$ cat src/rtl/rv32i_fetch_pkg.sv
// Shared definitions for the RV32I instruction fetch path: state encoding,
// NOP reset word, default memory timeout and small address helpers.
package rv32i_fetch_pkg;
  localparam int XLEN                   = 32;
  localparam int BYTE_W                 = 8;
  localparam int BYTES_PER_INSTR        = XLEN / BYTE_W;
  localparam int DEFAULT_TIMEOUT_CYCLES = 16;
  localparam logic [XLEN-1:0] NOP_INSTR = 32'h0000_0013;

  typedef enum logic [1:0] {
    IDLE = 2'd0,
    READ = 2'd1,
    DONE = 2'd2,
    ERR  = 2'd3
  } fetch_state_e;

  typedef logic [$clog2(BYTES_PER_INSTR)-1:0] byte_idx_t;
  typedef logic [BYTES_PER_INSTR-1:0][BYTE_W-1:0] instr_bytes_t;

  function automatic logic is_aligned(input logic [XLEN-1:0] addr);
    return addr[1:0] == 2'b00;
  endfunction

  function automatic int tmo_ctr_width(input int cycles);
    return $clog2(cycles) + 1;
  endfunction
endpackage

$ cat src/rtl/instr_fetch_responder_if.sv
// Byte-wide instruction memory port: the fetch responder is the master,
// the memory (or bench model) answers on the slave side.
interface instr_fetch_responder_if;
  import rv32i_fetch_pkg::*;

  logic              imem_rd;
  logic [XLEN-1:0]   imem_addr;
  logic [BYTE_W-1:0] imem_rdata;
  logic              imem_valid;

  modport master (
    output imem_rd,
    output imem_addr,
    input  imem_rdata,
    input  imem_valid
  );

  modport slave (
    input  imem_rd,
    input  imem_addr,
    output imem_rdata,
    output imem_valid
  );
endinterface

$ cat src/rtl/fetch_timeout_ctr.sv
// Counts consecutive stalled read cycles; saturates instead of wrapping so a
// stuck memory can never alias back to a fresh count.
module fetch_timeout_ctr
  import rv32i_fetch_pkg::*;
#(
  parameter int TIMEOUT_CYCLES = DEFAULT_TIMEOUT_CYCLES
) (
  input  logic clk,
  input  logic rst,
  input  logic clear,
  input  logic count,
  output logic expired
);
  localparam int            W    = tmo_ctr_width(TIMEOUT_CYCLES);
  localparam logic [W-1:0]  LAST = W'(TIMEOUT_CYCLES - 1);

  logic [W-1:0] cnt;

  always_ff @(posedge clk or posedge rst) begin
    if (rst)                        cnt <= '0;
    else if (clear)                 cnt <= '0;
    else if (count && (cnt != '1))  cnt <= cnt + 1'b1;
  end

  assign expired = (cnt == LAST);
endmodule

$ cat src/rtl/instr_fetch_responder.sv
// Assembles a 32-bit instruction from four little-endian byte reads, with
// misalignment and memory-timeout detection and abort on request drop.
module instr_fetch_responder
  import rv32i_fetch_pkg::*;
#(
  parameter int              TIMEOUT_CYCLES = DEFAULT_TIMEOUT_CYCLES,
  parameter logic [XLEN-1:0] RESET_INSTR    = NOP_INSTR
) (
  input  logic                     clk,
  input  logic                     rst,
  input  logic                     instrfetch,
  input  logic [XLEN-1:0]          pc,
  instr_fetch_responder_if.master  imem,
  output logic [XLEN-1:0]          instr,
  output logic                     instr_fetched,
  output logic                     fetch_err
);
  fetch_state_e    state, state_n;
  logic [XLEN-1:0] base;
  byte_idx_t       byte_idx;
  instr_bytes_t    shadow, word_n;

  logic ld_base, cap, abort;
  logic ctr_clear, ctr_count, expired;
  logic last_byte;

  assign last_byte = (byte_idx == byte_idx_t'(BYTES_PER_INSTR - 1));

  always_ff @(posedge clk or posedge rst) begin
    if (rst) state <= IDLE;
    else     state <= state_n;
  end

  // A dropped request wins over a byte arriving in the same cycle.
  always_comb begin
    state_n   = state;
    ld_base   = 1'b0;
    cap       = 1'b0;
    abort     = 1'b0;
    ctr_clear = 1'b0;
    ctr_count = 1'b0;
    unique case (state)
      IDLE: begin
        if (instrfetch) begin
          if (is_aligned(pc)) begin
            ld_base   = 1'b1;
            ctr_clear = 1'b1;
            state_n   = READ;
          end else begin
            state_n   = ERR;
          end
        end
      end
      READ: begin
        if (!instrfetch) begin
          abort     = 1'b1;
          ctr_clear = 1'b1;
          state_n   = IDLE;
        end else if (imem.imem_valid) begin
          cap       = 1'b1;
          ctr_clear = 1'b1;
          if (last_byte) state_n = DONE;
        end else begin
          ctr_count = 1'b1;
          if (expired) state_n = ERR;
        end
      end
      DONE, ERR: begin
        if (!instrfetch) state_n = IDLE;
      end
      default: state_n = IDLE;
    endcase
  end

  always_comb begin
    word_n           = shadow;
    word_n[byte_idx] = imem.imem_rdata;
  end

  always_ff @(posedge clk or posedge rst) begin
    if (rst) begin
      base     <= '0;
      byte_idx <= '0;
      shadow   <= '0;
      instr    <= RESET_INSTR;
    end else begin
      if (ld_base) begin
        base     <= pc;
        byte_idx <= '0;
        shadow   <= '0;
      end
      if (abort) begin
        byte_idx <= '0;
        shadow   <= '0;
      end
      // instr is only ever written on the edge that enters DONE.
      if (cap) begin
        shadow   <= word_n;
        byte_idx <= byte_idx + 1'b1;
        if (last_byte) instr <= word_n;
      end
    end
  end

  fetch_timeout_ctr #(
    .TIMEOUT_CYCLES (TIMEOUT_CYCLES)
  ) u_tmo (
    .clk     (clk),
    .rst     (rst),
    .clear   (ctr_clear),
    .count   (ctr_count),
    .expired (expired)
  );

  assign imem.imem_rd   = (state == READ);
  assign imem.imem_addr = base + XLEN'(byte_idx);
  assign instr_fetched  = (state == DONE);
  assign fetch_err      = (state == ERR);
endmodule

$ cat src/flat_wrapper.sv
// flat-port wrapper written by rule: the top's interface ports become plain ports
module instr_fetch_responder_flat import rv32i_fetch_pkg::*;
#(
  parameter int              TIMEOUT_CYCLES = DEFAULT_TIMEOUT_CYCLES,
  parameter logic [XLEN-1:0] RESET_INSTR    = NOP_INSTR
)
  (clk, rst, instrfetch, pc, instr, instr_fetched, fetch_err, imem_imem_rd, imem_imem_addr, imem_imem_rdata, imem_imem_valid);
  instr_fetch_responder_if imem_i ();
  input  logic clk;
  input  logic rst;
  input  logic instrfetch;
  input  logic [XLEN-1:0] pc;
  output logic [XLEN-1:0] instr;
  output logic instr_fetched;
  output logic fetch_err;
  output wire logic [$bits(imem_i.imem_rd)-1:0] imem_imem_rd;
  output wire logic [$bits(imem_i.imem_addr)-1:0] imem_imem_addr;
  input wire logic [$bits(imem_i.imem_rdata)-1:0] imem_imem_rdata;
  input wire logic [$bits(imem_i.imem_valid)-1:0] imem_imem_valid;
  assign imem_imem_rd = imem_i.imem_rd;
  assign imem_imem_addr = imem_i.imem_addr;
  assign imem_i.imem_rdata = imem_imem_rdata;
  assign imem_i.imem_valid = imem_imem_valid;
  instr_fetch_responder #(.TIMEOUT_CYCLES(TIMEOUT_CYCLES), .RESET_INSTR(RESET_INSTR)) u_core (.clk(clk), .rst(rst), .instrfetch(instrfetch), .pc(pc), .imem(imem_i), .instr(instr), .instr_fetched(instr_fetched), .fetch_err(fetch_err));
endmodule
$ cat config.mk
export PLATFORM = sky130hd
export DESIGN_NAME = instr_fetch_responder_flat
export DESIGN_NICKNAME = d
export VERILOG_FILES = /design/src/rtl/rv32i_fetch_pkg.sv /design/src/rtl/instr_fetch_responder_if.sv /design/src/rtl/fetch_timeout_ctr.sv /design/src/rtl/instr_fetch_responder.sv /design/src/flat_wrapper.sv
export SDC_FILE = /design/constraint.sdc
export NUM_CORES = 1
export LEC_CHECK = 0
export CAP_MARGIN = 20
export CELL_PAD_IN_SITES_DETAIL_PLACEMENT = 1
export CELL_PAD_IN_SITES_GLOBAL_PLACEMENT = 1
export CORE_UTILIZATION = 42
export CTS_CLUSTER_DIAMETER = 50
export DETAILED_ROUTE_END_ITERATION = 7
export GPL_TIMING_DRIVEN = 0
export PLACE_DENSITY_LB_ADDON = 0.1
export SLEW_MARGIN = 0
export SYNTH_ARGS = -nofsm -noshare
export SYNTH_HDL_FRONTEND = slang
export SYNTH_SLANG_ARGS = --single-unit
$ cat constraint.sdc
create_clock -name clk -period 6.7 [get_ports clk]
set_clock_uncertainty 0.15 [all_clocks]
set_input_delay 2.01 -clock clk [delete_from_list [all_inputs] [get_ports clk]]
set_output_delay 2.01 -clock clk [all_outputs]
set_load 0.02 [all_outputs]
==> impl_metrics.csv, run 1 <==
group,metric,value,unit
finish,fin_nets,586,
power_and_ir_drop,vdd_drop_max,212,µV
floorplan,row_count,38,
logic_synthesis,ys_ff_latch,97,
clock_network,cts-hold-fix-buffers,0,
grt,grt_overflow_total,0,
floorplan,io_pins,111,
power_and_ir_drop,seqPwrFrac,40.9,%
run_status,status,"finished clean",
power_and_ir_drop,leakage,2.75,nW
grt,grt_pass1_vias,3816,
timing,fin_setup_tns,0,ps
power_and_ir_drop,p_comb_share,34.3,%
timing,fin_crit,5440,ps
critical_path,reg2reg_from,"u_core.byte_idx[0]",
grt,track_usage,21.9,%
finish,syn2layout_area_growth,31.3,%
timing,rsz0062_at_grt,"no",
floorplan,dieArea,11900,µm²
placement,hpwl,8750,µm
floorplan,initial_core_util,43.7,%
min_path,hp-start,"u_core.shadow[11]",
power_and_ir_drop,swShare,34.4,%
clock_network,cts.sinks,97,
timing,setup_violations,0,
clock_network,cts_buffer_depth,2,
critical_path,critPathLaunch,"u_core.byte_idx[0]",
finish,drive_gt1_share,10.1,%
finish,antenna_cells,0,
timing,fin_hold_ws,352,ps
power_and_ir_drop,power.share.clock,24.8,%
grt,grt_max_degree,61,
logic_synthesis,yosys_warnings,0,
placement,place_area,6010,µm²
timing,fin_crit_sh,81.2,%
logic_synthesis,synthFlopType,"dfrtp_1",
logic_synthesis,synth_most_common_cell,"dfrtp_1",
finish,fillCellCount,1192,
clock_network,path_clk_slew,70,ps
power_and_ir_drop,p_sw,0.000696,W
logic_synthesis,synth_area_leaders,"dfrtp_1 49%, mux2_1 6.1%, mux2i_1 5.2%",
critical_path,endpoint_kind,"primary output",
logic_synthesis,syn_area,4800,µm²
finish,design_area,6300,µm²
critical_path,critPathArrivalTime,3280,ps
routing,via_per_inst,5.28,
clock_network,cts_tree,"yes",
min_path,hold_class,"register to register",
routing,antenna_left,0,
finish,utilization,57.4,%
routing,routed_wl,12000,µm
grt,antenna_found_initial,0,
finish,multi_input_area,2150,µm²
floorplan,core_area,11000,µm²
floorplan,chipWidth,109,µm
finish,final-seq-area,2430,µm²
timing,hold_viol,0,
job,cap_violations,0,
logic_synthesis,synth_fp_nets,473,
critical_path,required,4540,ps
floorplan,die_h,109,µm
logic_synthesis,yosys.area.top_type,"dfrtp_1",
clock_network,cts_resized,0,
logic_synthesis,async_reset_ff_share,100,%
clock_network,cts-root-buf,"clkbuf_16",
routing,drc,0,
critical_path,crit_path_start_kind,"register",
logic_synthesis,syn_area_per_cell,11.4,µm²
clock_network,postCtsSetupBuffers,0,
placement,finalWeightedCongestion,0.771,
logic_synthesis,synth-seq-area-share,50.7,%
routing,firstDrtPassIters,4,
grt,grt_pass1_wl,19500,µm
timing,fmax,184,MHz
critical_path,critical_path_class,"register to primary output",
routing,wl_per_cell,17.7,µm
clock_network,clkLatencyLatePin,360,ps
logic_synthesis,ys_types,44,
critical_path,critPathMaxFanout,4,
logic_synthesis,synth-edff-count,0,
logic_synthesis,synth_cells,419,
power_and_ir_drop,internal_power,0.00133,W
logic_synthesis,synth_common_cells,"94 x dfrtp_1, 37 x nor2_1, 26 x mux2_1",
timing,worst_pin_slew,745,ps
clock_network,numCtsBuffers,9,
power_and_ir_drop,pwr_density_cell,321,nW/µm²
timing,slew_viol_final,0,
logic_synthesis,synth_top_area_share,49.0,%
clock_network,cts_htree_levels,3,
routing,via_count,3576,
routing,drtIter0Drc,96,
placement,portBuffers,101,
timing,relSlewSlack,50.2,%
==> final timing paths <==
check                                     endpoint  slack (ps)  cells past startpoint
worst max-delay path            imem_imem_addr[24]        1260                      8
worst min-delay path             u_core.shadow[11]         350                      1
worst max register to register   u_core.shadow[16]        4530                      7
worst min register to register   u_core.shadow[11]         350                      1
max in group asynchronous          u_core.instr[0]        3780                      3
min in group asynchronous          u_core.base[19]        1900                      2
==> layout make-up <==
type,instances,area share (%)
multi-input cells,281,34.2
clock inverters,6,0.914
well taps,140,2.78
inverters,10,0.636
plain buffers,31,2.80
flip-flops and latches,97,38.6
clock buffers,10,3.63
repair buffers,102,16.5
==> layout by cell type, fill, tap and decap left out, drive strengths merged, types with 4 or more instances in the layout <==
cell and n:
inv 14, nand4 11, xor2 7, nor2 37, nand2 19, a21oi 25
mux2i 25, nor4b 4, and3 6, o21ai 4, xnor2 25, ha 9
clkdlybuf4s50 101, clkbuf 16, buf 26, mux2 37, dfrtp 94, a22o 24
nand3 13, and2 7
==> cell families (layout without fill, tap and decap cells) <==
logic type / after synthesis / count (layout) / synth area share, %
adders and majority gates: 10 / 10 / 2.76
DFF: 97 / 97 / 50.7
buffers and inverters: 41 / 159 / 4.46
and+or+nand+nor: 113 / 113 / 13.3
muxes: 62 / 62 / 13.9
xor gates and xnor gates: 32 / 32 / 5.84
AOI/OAI and AO/OA: 64 / 64 / 9.08
==> per-stage QoR <==
stage | total power [W] | setup WS [ps] | std cells
floorplan | 0.00121 | 2010 | 419
global placement | 0.00151 | 475 | 660
detailed placement | 0.00154 | 1640 | 661
CTS | 0.00205 | 1210 | 677
global route | 0.00213 | 1050 | 677
finish | 0.00202 | 1260 | 677
==> flip-flops by register name, indices dropped and copies added, names as in the netlist <==
| name | count |
|---|---|
| u_core.shadow | 24 |
| u_core.byte_idx | 2 |
| u_core.state | 2 |
| u_core.instr | 32 |
| u_core.base | 32 |
| u_core.u_tmo.cnt | 5 |
==> critical path, cell delays in order, from the launching register on <==
cell             delay (ps)
dfrtp_1                 410
ha_1                    190
inv_1                    60
fa_1                    450
nand4b_1                340
nor4b_2                 460
nand2_1                 140
xnor2_1                 230
clkdlybuf4s50_1         640
==> per-layer routing <==
| metal | wire (µm) | part of all wire [%] | track usage [%] | vias to the layer above |
|---|---|---|---|---|
| li1 | - | - | - | 1689 |
| met1 | 5260 | 44 | 27.5 | 1792 |
| met2 | 6040 | 50 | 37.5 | 86 |
| met3 | 532 | 4.4 | 5.62 | 9 |
| met4 | 132 | 1.1 | 5.89 | 0 |
| met5 | 0 | 0 | 0 | - |
==> power groups by stage <==
stage | clock network (W) | registers, W | logic [W]
floorplan | 0 | 0.000873 | 0.000335
global placement | 0 | 0.000828 | 0.000682
detailed placement | 0 | 0.000837 | 0.000700
CTS | 0.000519 | 0.000827 | 0.000705
global route | 0.000537 | 0.000845 | 0.000749
finish | 0.000501 | 0.000827 | 0.000694
Power figures use the tool's default switching activity.
==> run 2, diff against run 1 <==
--- a/config.mk
+++ b/config.mk
@@ -8,7 +8,7 @@
 export CAP_MARGIN = 20
 export CELL_PAD_IN_SITES_DETAIL_PLACEMENT = 1
 export CELL_PAD_IN_SITES_GLOBAL_PLACEMENT = 1
-export CORE_UTILIZATION = 42
+export CORE_UTILIZATION = 35
 export CTS_CLUSTER_DIAMETER = 50
 export DETAILED_ROUTE_END_ITERATION = 7
 export GPL_TIMING_DRIVEN = 0
==> constraint.sdc (replaced) <==
create_clock -name clk -period 4.46 [get_ports clk]
set_clock_uncertainty 0.15 [all_clocks]
set_input_delay 1.338 -clock clk [delete_from_list [all_inputs] [get_ports clk]]
set_output_delay 1.338 -clock clk [all_outputs]
set_load 0.02 [all_outputs]
==> run 2 against run 1 <==
Worst setup slack lost 1100 ps; die area grew 20%; non-clock buffer count grew 2; critical path type unchanged; critical endpoint is now imem_imem_addr[29]; highest routed layer unchanged.
==> impl_metrics.csv, run 2 (synthesized netlist as in run 1, its figures left out) <==
group,metric,value,unit
routing,via_count,3523,
grt,grt_max_degree,54,
floorplan,io_pins,111,
min_path,hold_class,"register to register",
finish,fillCellCount,1437,
clock_network,cts-hold-fix-buffers,0,
floorplan,die_h,119,µm
routing,antenna_left,0,
critical_path,critPathMaxFanout,10,
floorplan,dieArea,14200,µm²
finish,final_cell_mix,"94 x dfrtp_1, 90 x clkdlybuf4s50_1, 37 x nor2_1",
grt,track_usage,18.5,%
timing,fin_crit_sh,95.2,%
floorplan,core_area,13300,µm²
routing,top_layer,"met4",
clock_network,cts_htree_levels,3,
timing,fin_crit,4250,ps
clock_network,clkLatencyLatePin,340,ps
finish,syn2layout_area_growth,32.2,%
routing,wl_per_cell,17.0,µm
clock_network,cts_tree,"yes",
clock_network,cts_buffer_depth,2,
routing,drc,0,
critical_path,critical_path_class,"register to primary output",
timing,hold_viol,0,
routing,wl_met2,5710,µm
timing,fin_setup_tns,0,ps
routing,routed-wl-met3,384,µm
grt,grt_overflow_total,0,
timing,setup_violations,0,
timing,relSlewSlack,53.5,%
routing,firstDrtPassIters,4,
routing,drtIter0Drc,115,
job,cap_violations,0,
finish,multi_input_area,2160,µm²
routing,via_per_inst,4.93,
critical_path,required,2970,ps
clock_network,numCtsBuffers,9,
floorplan,row_count,42,
critical_path,crit_path_start_kind,"register",
floorplan,chipWidth,119,µm
critical_path,critPathArrivalTime,2760,ps
timing,fmax,235,MHz
clock_network,cts-root-buf,"clkbuf_16",
finish,fin_nets,588,
clock_network,cts.sinks,97,
timing,rsz0062_at_grt,"no",
clock_network,path_clk_slew,70,ps
placement,finalWeightedCongestion,0.743,
placement,hpwl,8900,µm
finish,final-seq-area,2430,µm²
finish,top_regs,"u_core.base: 32 flops, u_core.instr: 32 flops, u_core.shadow: 24 flops",
finish,antenna_cells,0,
timing,worst_pin_slew,696,ps
critical_path,endpoint_kind,"primary output",
run_status,status,"finished clean",
grt,antenna_found_initial,0,
timing,slew_viol_final,0,
routing,met1_length,5890,µm
power_and_ir_drop,pwr_density_cell,482,nW/µm²
finish,final_common_cell,"dfrtp_1",
power_and_ir_drop,finalPower,0.00306,W
placement,portBuffers,101,
power_and_ir_drop,vdd_drop_max,211,µV
grt,grt_pass1_wl,20300,µm
finish,drive_gt1_share,12.1,%
grt,grt_pass1_vias,3816,
routing,routed_wl,12200,µm
power_and_ir_drop,leakage,2.79,nW
floorplan,initial_core_util,36.1,%
## run 2: path summary, 6_finish.rpt
check / startpoint / slack, ps / cells after the start / to
min: u_core.shadow[19] / 350 / 1 / u_core.shadow[19]
max: u_core.byte_idx[1] / 210 / 7 / imem_imem_addr[29]
min in group asynchronous: rst / 1280 / 2 / u_core.base[19]
max reg2reg: u_core.byte_idx[0] / 2350 / 7 / u_core.shadow[20]
min reg2reg: u_core.shadow[19] / 350 / 1 / u_core.shadow[19]
max in group asynchronous: rst / 2160 / 3 / u_core.instr[1]
## run 2: area by class of cell
cell class | count | area share [%]
Buffer | 31 | 2.78
Clock buffer | 10 | 3.61
Clock inverter | 6 | 1.18
Inverter | 10 | 0.631
Multi-Input combinational cell | 281 | 34.1
Sequential cell | 97 | 38.3
Tap cell | 176 | 3.47
Timing Repair Buffer | 104 | 15.9
## run 2: power by group
part	internal, W	switching [W]	total (W)
combinational	0.000500	0.000519	0.00102
sequential	0.00107	0.000166	0.00124
clock	0.000443	0.000356	0.000800
## run 2: per-layer routing
metal	track usage, %	vias up
li1	-	1691
met4	6.65	0
met3	2.92	10
met1	25.6	1733
met2	29.1	89
met5	0	-
## run 2: per-stage QoR
stage | area [µm²] | hold WS (ps) | cells | utilization (%) | setup WS, ps
after floorplan | 4800 | 315 | 419 | - | 443
after global placement | 6030 | 332 | 696 | 45.3 | -1190
after detailed placement | 6060 | 331 | 697 | 45.6 | 63.1
after CTS | 6370 | 356 | 715 | 47.9 | 4.63
after global routing | 6340 | 359 | 715 | 47.7 | 30.2
final | 6340 | 348 | 715 | 47.7 | 212
## run 2: worst max-delay path, cell delays in order (launching register included)
cell and delay (ps):
dfrtp_1 420, ha_1 300, a21o_1 150, nor4b_2 290, buf_4 240, nand4_1 110
xnor2_1 250, clkdlybuf4s50_1 640
## run 2: timing repair
item | in CTS | in global routing
buffers inserted | 2 | 0
pin swaps | 1 | 0
resized for setup | 11 | 23
endpoints found under the setup margin | 11 | 10
